[src/rtl/seq_mul_pkg.sv]
// Shared types and helpers for the seq_mul sequential multiplier.
package seq_mul_pkg;

  typedef enum logic [1:0] {
    ST_IDLE = 2'd0,
    ST_RUN  = 2'd1,
    ST_DONE = 2'd2
  } state_e;

  function automatic int cnt_width(input int width);
    return $clog2(width + 1);
  endfunction

endpackage

[src/rtl/seq_mul_step.sv]
// One shift-add iteration: optionally add/subtract a_ext into the upper
// accumulator, then shift the {acc_hi, acc_lo} pair right by one bit.
module seq_mul_step #(
  parameter int WIDTH = 4
) (
  input  logic [WIDTH:0]   acc_hi_i,
  input  logic [WIDTH-1:0] acc_lo_i,
  input  logic [WIDTH:0]   a_ext_i,
  input  logic             bit_i,
  input  logic             subtract_i,
  input  logic             arith_i,
  output logic [WIDTH:0]   acc_hi_o,
  output logic [WIDTH-1:0] acc_lo_o
);

  logic [WIDTH:0] addend_s;
  logic [WIDTH:0] sum_s;
  logic           fill_s;

  assign addend_s = bit_i ? a_ext_i : {(WIDTH+1){1'b0}};
  assign sum_s    = subtract_i ? (acc_hi_i - addend_s) : (acc_hi_i + addend_s);
  // The extra accumulator bit keeps the signed sum exact, so its MSB is the true sign.
  assign fill_s   = arith_i ? sum_s[WIDTH] : 1'b0;

  assign acc_hi_o = {fill_s, sum_s[WIDTH:1]};
  assign acc_lo_o = {sum_s[0], acc_lo_i[WIDTH-1:1]};

endmodule

[src/rtl/seq_mul.sv]
// Sequential shift-add multiplier with valid/ready on both sides.
// Define SEQ_MUL_SIGNED_EN to honour signed_op (two's-complement operands).
module seq_mul
  import seq_mul_pkg::*;
#(
  parameter  int WIDTH = 4,
  localparam int CNT_W = cnt_width(WIDTH)
) (
  input  logic               clk,
  input  logic               rst_n,
  input  logic               in_valid,
  output logic               in_ready,
  input  logic [WIDTH-1:0]   a,
  input  logic [WIDTH-1:0]   b,
  input  logic               signed_op,
  output logic               out_valid,
  input  logic               out_ready,
  output logic [2*WIDTH-1:0] p
);

  state_e             state_q;
  logic [CNT_W-1:0]   cnt_q;
  logic [WIDTH-1:0]   a_q;
  logic [WIDTH-1:0]   b_q;
  logic [WIDTH:0]     acc_hi_q;
  logic [WIDTH-1:0]   acc_lo_q;
  logic [WIDTH:0]     acc_hi_d;
  logic [WIDTH-1:0]   acc_lo_d;
  logic [2*WIDTH-1:0] p_q;
  logic               in_ready_q;
  logic               out_valid_q;

  logic               last_s;
  logic [WIDTH:0]     a_ext_s;
  logic               subtract_s;
  logic               arith_s;

  assign last_s = (cnt_q == CNT_W'(WIDTH - 1));

`ifdef SEQ_MUL_SIGNED_EN
  logic signed_q;

  // MSB of b carries negative weight, hence the subtract on the final step.
  assign a_ext_s    = {signed_q & a_q[WIDTH-1], a_q};
  assign subtract_s = signed_q & last_s;
  assign arith_s    = signed_q;
`else
  logic unused_signed_op_s;

  assign unused_signed_op_s = signed_op;
  assign a_ext_s    = {1'b0, a_q};
  assign subtract_s = 1'b0;
  assign arith_s    = 1'b0;
`endif

  seq_mul_step #(
    .WIDTH (WIDTH)
  ) u_step (
    .acc_hi_i   (acc_hi_q),
    .acc_lo_i   (acc_lo_q),
    .a_ext_i    (a_ext_s),
    .bit_i      (b_q[0]),
    .subtract_i (subtract_s),
    .arith_i    (arith_s),
    .acc_hi_o   (acc_hi_d),
    .acc_lo_o   (acc_lo_d)
  );

  // Control FSM and datapath registers; b_q shifts so bit 0 is always b[cnt].
  always_ff @(posedge clk) begin
    if (!rst_n) begin
      state_q     <= ST_IDLE;
      cnt_q       <= {CNT_W{1'b0}};
      a_q         <= {WIDTH{1'b0}};
      b_q         <= {WIDTH{1'b0}};
      acc_hi_q    <= {(WIDTH+1){1'b0}};
      acc_lo_q    <= {WIDTH{1'b0}};
      p_q         <= {(2*WIDTH){1'b0}};
      in_ready_q  <= 1'b1;
      out_valid_q <= 1'b0;
`ifdef SEQ_MUL_SIGNED_EN
      signed_q    <= 1'b0;
`endif
    end else begin
      case (state_q)
        ST_IDLE: begin
          if (in_valid) begin
            a_q        <= a;
            b_q        <= b;
            acc_hi_q   <= {(WIDTH+1){1'b0}};
            acc_lo_q   <= {WIDTH{1'b0}};
            cnt_q      <= {CNT_W{1'b0}};
            in_ready_q <= 1'b0;
            state_q    <= ST_RUN;
`ifdef SEQ_MUL_SIGNED_EN
            signed_q   <= signed_op;
`endif
          end
        end
        ST_RUN: begin
          acc_hi_q <= acc_hi_d;
          acc_lo_q <= acc_lo_d;
          b_q      <= {1'b0, b_q[WIDTH-1:1]};
          cnt_q    <= cnt_q + CNT_W'(1);
          if (last_s) begin
            p_q         <= {acc_hi_d[WIDTH-1:0], acc_lo_d};
            out_valid_q <= 1'b1;
            state_q     <= ST_DONE;
          end
        end
        ST_DONE: begin
          if (out_ready) begin
            out_valid_q <= 1'b0;
            in_ready_q  <= 1'b1;
            state_q     <= ST_IDLE;
          end
        end
        default: begin
          out_valid_q <= 1'b0;
          in_ready_q  <= 1'b1;
          cnt_q       <= {CNT_W{1'b0}};
          state_q     <= ST_IDLE;
        end
      endcase
    end
  end

  assign in_ready  = in_ready_q;
  assign out_valid = out_valid_q;
  assign p         = p_q;

endmodule

[config.mk]
export PLATFORM = sky130hd
export DESIGN_NAME = seq_mul
export DESIGN_NICKNAME = d
export VERILOG_FILES = /design/src/rtl/seq_mul_pkg.sv /design/src/rtl/seq_mul_step.sv /design/src/rtl/seq_mul.sv
export SDC_FILE = /design/constraint.sdc
export NUM_CORES = 1
export LEC_CHECK = 0
export ABC_AREA = 0
export BUFFER_PORTS_ARGS = -buffer_cell sky130_fd_sc_hd__buf_2
export CAP_MARGIN = 20
export CELL_PAD_IN_SITES_DETAIL_PLACEMENT = 1
export CELL_PAD_IN_SITES_GLOBAL_PLACEMENT = 2
export CORE_ASPECT_RATIO = 1.1
export CORE_UTILIZATION = 32
export DETAILED_ROUTE_END_ITERATION = 10
export GPL_TIMING_DRIVEN = 0
export HOLD_SLACK_MARGIN = 0.06
export PLACE_DENSITY = 0.87
export REMOVE_ABC_BUFFERS = 1
export SYNTH_ARGS = -nofsm -noshare
export SYNTH_HDL_FRONTEND = slang
export SYNTH_SLANG_ARGS = --single-unit
[constraint.sdc]
create_clock -name clk -period 2.2 [get_ports clk]
set_input_delay 0.66 -clock clk [delete_from_list [all_inputs] [get_ports clk]]
set_output_delay 0.66 -clock clk [all_outputs]
set_load 0.01 [all_outputs]
==> metrics.cfg <==
[outcome]
run_status = complete, no violations

[setup_path]
cp-end-kind = flop
critPathLaunchType = flop
timing.reg2reg.worst_path_depth = 6
path_class = flop to flop
worstPathRequired_ns = 2.35
cp_slowest_stage_delay_ns = 0.41
cp_max_fo = 5
cp_slowest_cell = fa_1
crit_arrival_ns = 1.87
path_cells = and2_1 -> ha_1 -> fa_1 -> a21o_1 -> a21oi_1 -> o31ai_1

[global_route]
antenna_found_initial = 0
grt_usage = 0.162
grt_overflow_total = 0
grt_pass1_wl_um = 5410
grt_pass1_vias = 1186
grt_max_degree = 28

[power_and_ir_drop]
peakVddDrop_mv = 0.338
p_leak_nw = 0.716
p_per_area_nw_per_um2 = 773

[cts]
tritoncts = done
clkSinkCount = 30
clockBufferDepth = 2
clock_latency_ns = 0.29
cts_root_buf = clkbuf_8
clk_pin_slew_ns = 0.06
cts_max_level = 2
cts_resized = 0
cts_buffers = 5
postCtsSetupBuffers = 0
holdBufCountCts = 0

[logic_synthesis]
synth_top_family_by_area = simple AND/OR/NAND/NOR gates
synth_fa_ha_area_frac = 0.0698
synth_xor_area_frac = 0.00643
synth_area_leaders = dfxtp_1 44%, nand2_1 8.0%, a21oi_1 7.0%
synth.avg_cell_area_um2 = 8.85
ys_ff_latch = 30
synth.yosys.seq_area_share = 0.441
synth_area_um2 = 1360
synthSimpleGateAreaFrac = 0.234
muxShareOfSynthArea = 0
yosysWarnings = 0
synth_top_area_frac = 0.441
synth_top_cell_by_area = dfxtp_1
synth_compound_area_frac = 0.195
synth_cell_types = 37
netlist_instances = 154

[drt]
wl_per_cell_um = 14.0
routed_wl_um = 3160
first_pass_iters = 4
drtIter0Drc = 17
vias_per_cell = 5.04
ant_nets = 0
vias = 1140
drc = 0

[layout]
final_nets = 194
n_fill_cell = 511
antenna_cells = 0
layout-drive-gt1-share = 0.178
utilization = 0.394
area_delta_synth_final_pct = 16.4

[sta]
finalWorstPathRequiredPeriod_ns = 1.72
drv_slew = 0
fin_setup_tns_ns = 0
maxSlewHeadroom = 0.516
timing.clock.skew_ns = 0.00985
whs_ns = 0.454
max_freq_mhz = 581
worst_slew_pin_slew_ns = 0.722
finalCritPeriodShare = 0.782
finalHoldViolCount = 0
finalSetupViolations = 0
rsz0062_at_grt = false

[floorplan]
io_pins = 23
initial_core_util = 0.339
die_w_um = 64.2
rows = 24
dieArea_um2 = 4520
die_h_um = 70.4
design.core.area_um2 = 4020

[job]
cap_violations = 0

[min_path]
min_path_type = flop to flop
holdPathStages = 2

[placed_design]
portBuffers = 21
dp_hpwl_um = 2280
place.gp.congestion = 0.753

[flip-flops by register name, indices dropped and copies added (netlist names)]
| register | count |
|---|---|
| in_ready | 1 |
| acc_hi_q | 4 |
| b_q | 4 |
| acc_lo_q | 3 |
| cnt_q | 3 |
| state_q | 2 |
| a_q | 4 |
| p | 8 |
| out_valid | 1 |
[per-layer routing]
metal / share of wire / routed length (µm) / track usage / vias up
li1: - / - / - / 572
met1: 0.42 / 1330 / 0.177 / 539
met4: 0.027 / 84 / 0.104 / 0
met5: 0 / 0 / 0 / -
met2: 0.52 / 1640 / 0.275 / 20
met3: 0.034 / 107 / 0.0408 / 9
[report_power, final]
part           total (W)  switching [W]  internal (W)
Combinational  0.0000873      0.0000549     0.0000324
Clock           0.000566       0.000204      0.000362
Sequential      0.000573      0.0000134      0.000560
Total            0.00123       0.000273      0.000954
[stage by stage]
stage / power (W) / setup WS [ns] / instances / instance area [µm²]
floorplan: 0.000637 / 0.629 / 146 / 1300
global placement: 0.000669 / 0.196 / 219 / 1470
detailed placement: 0.000674 / 0.174 / 219 / 1470
CTS: 0.00124 / 0.463 / 226 / 1590
global route: 0.00128 / 0.343 / 226 / 1590
finish: 0.00123 / 0.480 / 226 / 1590
[synthesized netlist by cell type, drive strengths merged]
cell type   n
xnor2       1
a21o        4
nand2      29
nor3b       1
nor3        1
a2111oi     2
nor2b       1
dfxtp      30
a311oi      3
or2b        1
and2b       1
and2        5
o21ba       1
nand2b      3
o21ai       2
fa          1
nand3       6
o2bb2ai     1
o31ai       1
and3b       1
buf         6
nor2       11
clkinv      1
and3        2
a311o       2
inv         3
a21oi      19
a22oi       1
or3b        1
clkbuf      2
ha          6
a211oi      1
o21bai      1
a32oi       2
nand3b      1
[placed cells by master, fill, tap and decap left out, types with 2 or more instances in the layout]
cell type  count
a2111oi_0      2
a21o_1         4
a21oi_1       19
a311o_1        2
a311oi_1       3
a32oi_1        2
and2_1         5
and3_1         2
buf_2         21
clkbuf_8       6
dfxtp_1       30
ha_1           6
inv_1          3
nand2_1       29
nand2b_1       3
nand3_1        6
nor2_1        11
o21ai_0        2
[kinds of logic after synthesis]
logic type                 Yosys count
adders and majority gates            7
and+or+nand+nor                     64
AOI/OAI and AO/OA                   40
buffers and inverters               12
DFF                                 30
xor gates and xnor gates             1
[critical path: cells and delay by family (launching register included)]
kind	cells	cell delay [ns]
AO/OA/AOI/OAI	3	0.48
adder cells (fa/ha/maj)	2	0.62
flip-flops	1	0.34
AND/OR/NAND/NOR	1	0.15
[path summary, 6_finish.rpt]
kind                                    end    from  slack [ns]
worst max-delay path            acc_hi_q[3]  b_q[0]        0.48
worst min register to register         p[3]    p[3]        0.45
worst max register to register  acc_hi_q[3]  b_q[0]        0.48
worst min-delay path                   p[3]    p[3]        0.45
[final cells by class]
type | instances | area (µm²) | share of cell area
Clock buffer | 6 | 82.6 | 0.0521
Clock inverter | 1 | 30.0 | 0.0189
Inverter | 4 | 15.0 | 0.00946
Multi-Input combinational cell | 112 | 688 | 0.434
Sequential cell | 30 | 601 | 0.379
Tap cell | 52 | 65.1 | 0.0410
Timing Repair Buffer | 21 | 105 | 0.0662
Power figures use the tool's default switching activity.
